$ cat src/rtl/beam_sum_sequencer.sv
// Beam summation sequencer: accumulates NUM_CH complex channel samples per frame
// through one shared external adder, saturating on overflow.
module beam_sum_sequencer #(
  parameter int unsigned NUM_CH = 4,
  parameter int unsigned W      = 18
) (
  input  logic                clk,
  input  logic                rst,
  input  logic                in_valid,
  output logic                in_ready,
  input  logic signed [W-1:0] in_i,
  input  logic signed [W-1:0] in_q,
  input  logic                frame_abort,
  output logic signed [W-1:0] add_a_i,
  output logic signed [W-1:0] add_a_q,
  output logic signed [W-1:0] add_b_i,
  output logic signed [W-1:0] add_b_q,
  input  logic signed [W-1:0] add_s_i,
  input  logic signed [W-1:0] add_s_q,
  output logic                out_valid,
  input  logic                out_ready,
  output logic signed [W-1:0] out_i,
  output logic signed [W-1:0] out_q,
  output logic                out_ovf,
  output logic                busy
);

  localparam int unsigned CNT_W = $clog2(NUM_CH + 1);
  localparam logic signed [W-1:0] SAT_MAX = {1'b0, {(W-1){1'b1}}};
  localparam logic signed [W-1:0] SAT_MIN = {1'b1, {(W-1){1'b0}}};

  typedef enum logic {ACCUM = 1'b0, HOLD = 1'b1} state_t;

  state_t                state_q, state_d;
  logic signed [W-1:0]   acc_i_q, acc_i_d, acc_q_q, acc_q_d;
  logic [CNT_W-1:0]      ch_cnt_q, ch_cnt_d;
  logic                  ovf_sticky_q, ovf_sticky_d;
  logic                  out_valid_q, out_valid_d;
  logic signed [W-1:0]   out_i_q, out_i_d, out_q_q, out_q_d;
  logic                  out_ovf_q, out_ovf_d;

  logic                  accept, last_ch, ovf_i, ovf_q;
  logic signed [W-1:0]   sat_i, sat_q;

  assign in_ready = (state_q == ACCUM) && !frame_abort;
  assign accept   = in_valid && in_ready;
  assign last_ch  = (ch_cnt_q == CNT_W'(NUM_CH - 1));
  assign busy     = (ch_cnt_q != '0);

  assign add_a_i = acc_i_q;
  assign add_a_q = acc_q_q;
  assign add_b_i = in_valid ? in_i : '0;
  assign add_b_q = in_valid ? in_q : '0;

  // Signed overflow: operands agree in sign but the returned sum does not.
  assign ovf_i = (acc_i_q[W-1] == add_b_i[W-1]) && (add_s_i[W-1] != acc_i_q[W-1]);
  assign ovf_q = (acc_q_q[W-1] == add_b_q[W-1]) && (add_s_q[W-1] != acc_q_q[W-1]);
  assign sat_i = ovf_i ? (acc_i_q[W-1] ? SAT_MIN : SAT_MAX) : add_s_i;
  assign sat_q = ovf_q ? (acc_q_q[W-1] ? SAT_MIN : SAT_MAX) : add_s_q;

  assign out_valid = out_valid_q;
  assign out_i     = out_i_q;
  assign out_q     = out_q_q;
  assign out_ovf   = out_ovf_q;

  // Next-state: accumulate, complete a frame into the output register, or drain HOLD.
  always_comb begin
    state_d      = state_q;
    acc_i_d      = acc_i_q;
    acc_q_d      = acc_q_q;
    ch_cnt_d     = ch_cnt_q;
    ovf_sticky_d = ovf_sticky_q;
    out_valid_d  = out_valid_q;
    out_i_d      = out_i_q;
    out_q_d      = out_q_q;
    out_ovf_d    = out_ovf_q;
    case (state_q)
      ACCUM: begin
        if (frame_abort) begin
          acc_i_d      = '0;
          acc_q_d      = '0;
          ch_cnt_d     = '0;
          ovf_sticky_d = 1'b0;
        end else if (accept) begin
          if (last_ch) begin
            out_i_d      = sat_i;
            out_q_d      = sat_q;
            out_ovf_d    = ovf_sticky_q | ovf_i | ovf_q;
            out_valid_d  = 1'b1;
            state_d      = HOLD;
            acc_i_d      = '0;
            acc_q_d      = '0;
            ch_cnt_d     = '0;
            ovf_sticky_d = 1'b0;
          end else begin
            acc_i_d      = sat_i;
            acc_q_d      = sat_q;
            ch_cnt_d     = ch_cnt_q + CNT_W'(1);
            ovf_sticky_d = ovf_sticky_q | ovf_i | ovf_q;
          end
        end
      end
      HOLD: begin
        if (out_valid_q && out_ready) begin
          out_valid_d = 1'b0;
          state_d     = ACCUM;
        end
      end
      default: state_d = ACCUM;
    endcase
  end

  always_ff @(posedge clk or posedge rst) begin
    if (rst) begin
      state_q      <= ACCUM;
      acc_i_q      <= '0;
      acc_q_q      <= '0;
      ch_cnt_q     <= '0;
      ovf_sticky_q <= 1'b0;
      out_valid_q  <= 1'b0;
      out_i_q      <= '0;
      out_q_q      <= '0;
      out_ovf_q    <= 1'b0;
    end else begin
      state_q      <= state_d;
      acc_i_q      <= acc_i_d;
      acc_q_q      <= acc_q_d;
      ch_cnt_q     <= ch_cnt_d;
      ovf_sticky_q <= ovf_sticky_d;
      out_valid_q  <= out_valid_d;
      out_i_q      <= out_i_d;
      out_q_q      <= out_q_d;
      out_ovf_q    <= out_ovf_d;
    end
  end

endmodule
$ cat config.mk
export PLATFORM = sky130hd
export DESIGN_NAME = beam_sum_sequencer
export DESIGN_NICKNAME = d
export VERILOG_FILES = /design/src/rtl/beam_sum_sequencer.sv
export SDC_FILE = /design/constraint.sdc
export NUM_CORES = 1
export LEC_CHECK = 0
export ABC_AREA = 1
export ABC_CLOCK_PERIOD_IN_PS = 3300
export CAP_MARGIN = 40
export CORE_MARGIN = 2
export CORE_UTILIZATION = 41
export CTS_BUF_LIST = sky130_fd_sc_hd__clkbuf_16
export CTS_CLUSTER_DIAMETER = 60
export DETAILED_ROUTE_END_ITERATION = 8
export GPL_TIMING_DRIVEN = 0
export PLACE_DENSITY = 0.81
export SLEW_MARGIN = 0
export SYNTH_ARGS = -nofsm -noshare
export SYNTH_HDL_FRONTEND = slang
export SYNTH_SLANG_ARGS = --single-unit
$ cat constraint.sdc
create_clock -name clk -period 3.3 [get_ports clk]
set_clock_uncertainty 0.15 [all_clocks]
set_input_delay 0.33 -clock clk [delete_from_list [all_inputs] [get_ports clk]]
set_output_delay 0.33 -clock clk [all_outputs]
set_load 0.02 [all_outputs]
==> results.py, run 1 <==
metrics = {
    "outcome": {
        "status": "finished, final reports clean",
    },
    "placement": {
        "gp_congestion": 0.854,
        "hpwl_mm": 9.16,
        "placed_area_um2": 5870,
        "io_buffers": 188,
        "numPlacedInstances": 815,
    },
    "clocking": {
        "post-cts-setup-buffers": 0,
        "cts_resized": 0,
        "cts_tree": "yes",
        "cts-htree-levels": 3,
        "clock_latency_ns": 0.32,
        "cts-hold-fix-buffers": 0,
        "clock_sinks": 79,
        "clk_root_buffer_cell": "clkbuf_16",
        "path_clk_slew_ns": 0.06,
        "cts_max_path_buffers": 2,
        "numCtsBuffers": 9,
    },
    "global_routing": {
        "grt_max_degree": 57,
        "antenna_found_initial": 0,
        "grt_overflow_total": 0,
        "grt_pass1_wl_mm": 19.2,
        "grt_use_total": 0.242,
        "grt_pass1_vias": 4067,
    },
    "synthesis": {
        "yosys_warnings": 0,
        "synth_edf_count": 0,
        "yosys.area_share.simple": 0.314,
        "ys_types": 18,
        "avgSynthCellArea_um2": 7.42,
        "synth-compound-area-share": 0.0458,
        "yosys.area.top_type_share": 0.517,
        "syn-cell-area_um2": 3820,
        "synthAdderAreaFrac": 0.00654,
        "yosysTopAreaCell": "dfrtp_1",
        "synthXorXnorAreaFrac": 0,
        "synthTopCellsByArea": "dfrtp_1, nand2_1, inv_1",
        "ys_seq_elements": 79,
        "synth.yosys.seq_area_share": 0.517,
        "synth_common_cells": "nand2_1, dfrtp_1, inv_1",
        "synth_nets": 594,
        "yosys.cell_count.top_type": "nand2_1",
        "synth_top_family_by_area": "simple AND/OR/NAND/NOR gates",
        "async_reset_ff_frac": 1.00,
        "synth_ff_type": "dfrtp_1",
        "muxShareOfSynthArea": 0,
        "syn_inst": 515,
    },
    "sta": {
        "drv_slew": 0,
        "fin_setup_tns_ns": 0,
        "finalCritPeriodShare": 0.822,
        "max-slew-margin-rel": 0.691,
        "timing.final.crit_period_ns": 2.71,
        "fmax_mhz": 369,
        "whs_ns": 0.173,
        "hold_viol_final": 0,
        "rsz0062_at_grt": "no",
        "worst_pin_slew_ns": 0.464,
        "setup_viol": 0,
    },
    "worst_setup_path": {
        "r2r_setup_slack_ns": 1.57,
        "reg2reg_depth": 7,
        "r2r-end": "add_a_q[14]$_DFFE_PP0P_",
        "timing.rr.start": "ch_cnt_q[0]$_DFFE_PP0P_",
        "critPathArrivalTime_ns": 2.23,
        "crit_type": "input pin to output pin",
        "end_kind": "output pin",
        "cp_max_fo": 10,
        "cp-start-kind": "input pin",
        "critPathRequiredTime_ns": 2.82,
    },
    "drt": {
        "drc": 0,
        "vias": 3960,
        "wl_per_cell_um": 14.3,
        "drt-total-wl_mm": 11.9,
        "dr.first_iter.drc_count": 176,
        "drtPass1Iterations": 4,
        "ant_nets": 0,
        "via_per_inst": 4.77,
    },
    "final_layout": {
        "final_nets": 794,
        "num-fill-cells": 768,
        "instances_no_fill": 831,
        "multi_input_area_um2": 1400,
        "area_growth_pct": 61.9,
        "fin_area_um2": 6190,
        "drive_gt1_frac": 0.0639,
        "diodes": 0,
        "register_area_um2": 1980,
    },
    "die": {
        "num_rows": 35,
        "die_h_um": 101,
        "dieArea_um2": 10100,
        "initial_core_util": 0.418,
        "core-area_um2": 9150,
        "fp.dieW_um": 101,
        "ios": 189,
    },
    "min_path": {
        "hp-class": "input pin to async pin",
    },
    "run": {
        "cap_violations": 0,
    },
    "pwr": {
        "peakVddDrop_uv": 429,
        "design_power_total_uw": 4340,
        "p_per_area_nw_per_um2": 701,
        "leakage_uw": 0.00341,
    },
}
layout make-up:
cell class | instances | share of cell area
plain buffers | 25 | 0.0249
clock buffers | 9 | 0.0364
clock inverters | 7 | 0.0146
inverters | 78 | 0.0477
multi-input cells | 333 | 0.226
flip-flops and latches | 79 | 0.319
well taps | 111 | 0.0224
repair buffers | 189 | 0.308
logic make-up after synthesis:
kind of cell | after synthesis
compound gates | 35
flops | 79
buf+inv | 103
simple gates | 296
fa+ha+maj | 2
through the flow:
| step | util | worst slack [ns] |
|---|---|---|
| floorplan | - | 0.797 |
| global placement | 0.639 | -0.375 |
| detailed placement | 0.642 | 0.566 |
| CTS | 0.676 | 0.562 |
| global route | 0.676 | 0.441 |
| finish | 0.676 | 0.587 |
worst max-delay path, stage by stage:
cell and delay, ns:
clkdlybuf4s50_1 0.57, buf_4 0.22, clkbuf_1 0.32, nand2_1 0.10, inv_1 0.07, clkdlybuf4s50_1 0.61
registers in the layout (all words and copies together) (netlist names):
signal and count:
out_ovf 1, out_valid 1, add_a_i 18, out_i 18
ch_cnt_q 3, add_a_q 18, ovf_sticky_q 1, state_q 1
out_q 18
worst max-delay path by stage:
stage	end	start	cells past startpoint	slack [ns]
after detailed placement	add_b_q[10]	in_valid	6	0.57
after global routing	add_b_i[8]	in_valid	6	0.44
final	add_b_i[14]	in_valid	6	0.59
after CTS	add_b_i[14]	in_valid	6	0.56
after floorplan	add_a_i[0]$_DFFE_PP0P_	rst	1	0.80
after global placement	out_i[4]$_DFFE_PP0P_	rst	2	-0.37
cells in the final DEF (no fill, tap or decap), drive strengths merged:
| master | instances |
|---|---|
| nand3 | 37 |
| buf | 21 |
| inv | 80 |
| nor2 | 5 |
| o21ai | 34 |
| clkdlybuf4s50 | 188 |
| ha | 2 |
| dfrtp | 79 |
| bufinv | 2 |
| clkbuf | 14 |
| nand2 | 254 |
| a21oi | 1 |
| clkinvlp | 3 |
where the power goes:
part | total [uW] | internal (uW) | switching [uW] | leakage (uW)
registers | 1490 | 1290 | 201 | 0.00105
logic | 1810 | 852 | 963 | 0.00221
clock network | 1030 | 656 | 376 | 0.000150
total | 4340 | 2800 | 1540 | 0.00341
routing by layer:
| layer | up-vias | track usage | routed length (um) |
|---|---|---|---|
| met5 | - | 0 | 0 |
| met2 | 131 | 0.417 | 6050 |
| met3 | 20 | 0.0596 | 665 |
| met1 | 1875 | 0.293 | 4930 |
| li1 | 1934 | - | - |
| met4 | 0 | 0.0906 | 241 |
(Power assumes the default switching activity.)
==> run 2: changes to the inputs <==
--- a/config.mk
+++ b/config.mk
@@ -6,15 +6,15 @@
 export NUM_CORES = 1
 export LEC_CHECK = 0
 export ABC_AREA = 1
-export ABC_CLOCK_PERIOD_IN_PS = 3300
+export ABC_CLOCK_PERIOD_IN_PS = 2300
 export CAP_MARGIN = 40
 export CORE_MARGIN = 2
-export CORE_UTILIZATION = 41
+export CORE_UTILIZATION = 37
 export CTS_BUF_LIST = sky130_fd_sc_hd__clkbuf_16
 export CTS_CLUSTER_DIAMETER = 60
 export DETAILED_ROUTE_END_ITERATION = 8
 export GPL_TIMING_DRIVEN = 0
-export PLACE_DENSITY = 0.81
+export PLACE_DENSITY = 0.78
 export SLEW_MARGIN = 0
 export SYNTH_ARGS = -nofsm -noshare
 export SYNTH_HDL_FRONTEND = slang
==> constraint.sdc (replaced) <==
create_clock -name clk -period 2.3 [get_ports clk]
set_clock_uncertainty 0.15 [all_clocks]
set_input_delay 0.23 -clock clk [delete_from_list [all_inputs] [get_ports clk]]
set_output_delay 0.23 -clock clk [all_outputs]
set_load 0.02 [all_outputs]
==> results.py, run 2 (synthesis results as in run 1) <==
metrics = {
    "placement": {
        "gp_congestion": 0.859,
        "numPlacedInstances": 841,
        "place_ws_ns": -0.284,
        "hpwl_mm": 9.34,
        "io_buffers": 188,
    },
    "final_layout": {
        "final_common_cell": "nand2_1",
        "final_nets": 795,
        "drive_gt1_frac": 0.0707,
        "diodes": 0,
        "area_growth_pct": 61.8,
        "num-fill-cells": 931,
        "instances_no_fill": 857,
        "layout_common_cells": "nand2_1, clkdlybuf4s50_1, dfrtp_1",
    },
    "clocking": {
        "clock_sinks": 79,
        "cts_max_path_buffers": 2,
        "cts-htree-levels": 3,
        "clock_latency_ns": 0.32,
        "cts_tree": "yes",
        "clk_root_buffer_cell": "clkbuf_16",
        "numCtsBuffers": 9,
        "post-cts-setup-buffers": 0,
        "path_clk_slew_ns": 0.06,
    },
    "drt": {
        "dr.first_iter.drc_count": 168,
        "via_per_inst": 4.57,
        "drc": 0,
        "vias": 3913,
        "ant_nets": 0,
        "drtPass1Iterations": 5,
        "drt-total-wl_mm": 12.0,
        "wl_per_cell_um": 14.0,
    },
    "sta": {
        "finalCritPeriodShare": 0.936,
        "hold_viol_final": 0,
        "worst_pin_slew_ns": 0.511,
        "rsz0062_at_grt": "no",
        "whs_ns": 0.0564,
        "max-slew-margin-rel": 0.660,
        "fin_setup_tns_ns": 0,
        "fmax_mhz": 464,
        "timing.final.crit_period_ns": 2.15,
        "drv_slew": 0,
        "setup_viol": 0,
        "finalWorstSetupSlack_ns": 0.147,
    },
    "die": {
        "die_h_um": 106,
        "initial_core_util": 0.375,
        "core-area_um2": 10200,
        "fp.dieW_um": 106,
        "num_rows": 37,
        "dieArea_um2": 11200,
        "ios": 189,
    },
    "outcome": {
        "status": "finished, final reports clean",
    },
    "pwr": {
        "peakVddDrop_uv": 616,
        "p_per_area_nw_per_um2": 989,
        "leakage_uw": 0.00350,
    },
    "worst_setup_path": {
        "end_kind": "output pin",
        "critPathArrivalTime_ns": 1.77,
        "timing.rr.start": "ch_cnt_q[0]$_DFFE_PP0P_",
        "cp-start-kind": "input pin",
        "critPathRequiredTime_ns": 1.92,
        "crit_type": "input pin to output pin",
        "crit_start": "in_valid",
        "cp_max_fo": 10,
    },
    "global_routing": {
        "antenna_found_initial": 0,
        "grt_overflow_total": 0,
        "grt_pass1_vias": 3964,
        "grt_use_total": 0.215,
        "grt_pass1_wl_mm": 19.3,
        "grt_max_degree": 40,
    },
    "run": {
        "cap_violations": 0,
    },
    "min_path": {
        "hp-class": "input pin to async pin",
    },
}
run 2: area by class of cell:
class | count | area [um2] | share of cell area
multi-input cells | 333 | 1400 | 0.226
clock buffers | 9 | 225 | 0.0364
plain buffers | 25 | 163 | 0.0263
flip-flops and latches | 79 | 1980 | 0.319
repair buffers | 190 | 1880 | 0.304
clock inverters | 7 | 72.6 | 0.0117
well taps | 136 | 170 | 0.0275
inverters | 78 | 297 | 0.0479
run 2: power by group:
| group | switching (uW) | internal, uW |
|---|---|---|
| sequential | 289 | 1850 |
| clock | 569 | 843 |
| combinational | 1360 | 1210 |
| total | 2220 | 3900 |
run 2: repair_timing:
item / 4_1_cts / 5_1_grt
resized for setup: 35 / 0
hold buffers: 0 / 0
endpoints found under the setup margin: 30 / 0
run 2: layer usage:
layer | wire length (um) | GRT usage | up-vias
met5 | 0 | 0 | -
met4 | 145 | 0.0564 | 0
met3 | 676 | 0.0390 | 12
met2 | 6000 | 0.371 | 125
met1 | 5170 | 0.278 | 1833
li1 | - | - | 1943
run 2: path summary, 6_finish.rpt:
| path | to | slack, ns | cells after the start |
|---|---|---|---|
| max | add_b_i[0] | 0.15 | 5 |
| min | out_i[17]$_DFFE_PP0P_ | 0.06 | 2 |
| max reg2reg | add_a_q[15]$_DFFE_PP0P_ | 0.56 | 7 |
| min reg2reg | add_a_q[0]$_DFFE_PP0P_ | 0.33 | 2 |
| max in group asynchronous | out_q[15]$_DFFE_PP0P_ | 1.45 | 3 |
| min in group clk | add_a_q[0]$_DFFE_PP0P_ | 0.33 | 2 |
run 2: critical path: stages:
cell             delay (ns)
clkdlybuf4s50_1        0.58
buf_4                  0.22
nand2_1                0.08
inv_1                  0.06
clkdlybuf4s50_1        0.61
run 2: metrics by stage:
| stage | total power, uW | utilization | instance area [um2] |
|---|---|---|---|
| after floorplan | 3370 | - | 3830 |
| after global placement | 4690 | 0.577 | 5880 |
| after detailed placement | 4760 | 0.581 | 5920 |
| after CTS | 6180 | 0.608 | 6190 |
| after global routing | 6470 | 0.608 | 6190 |
| final | 6120 | 0.608 | 6190 |
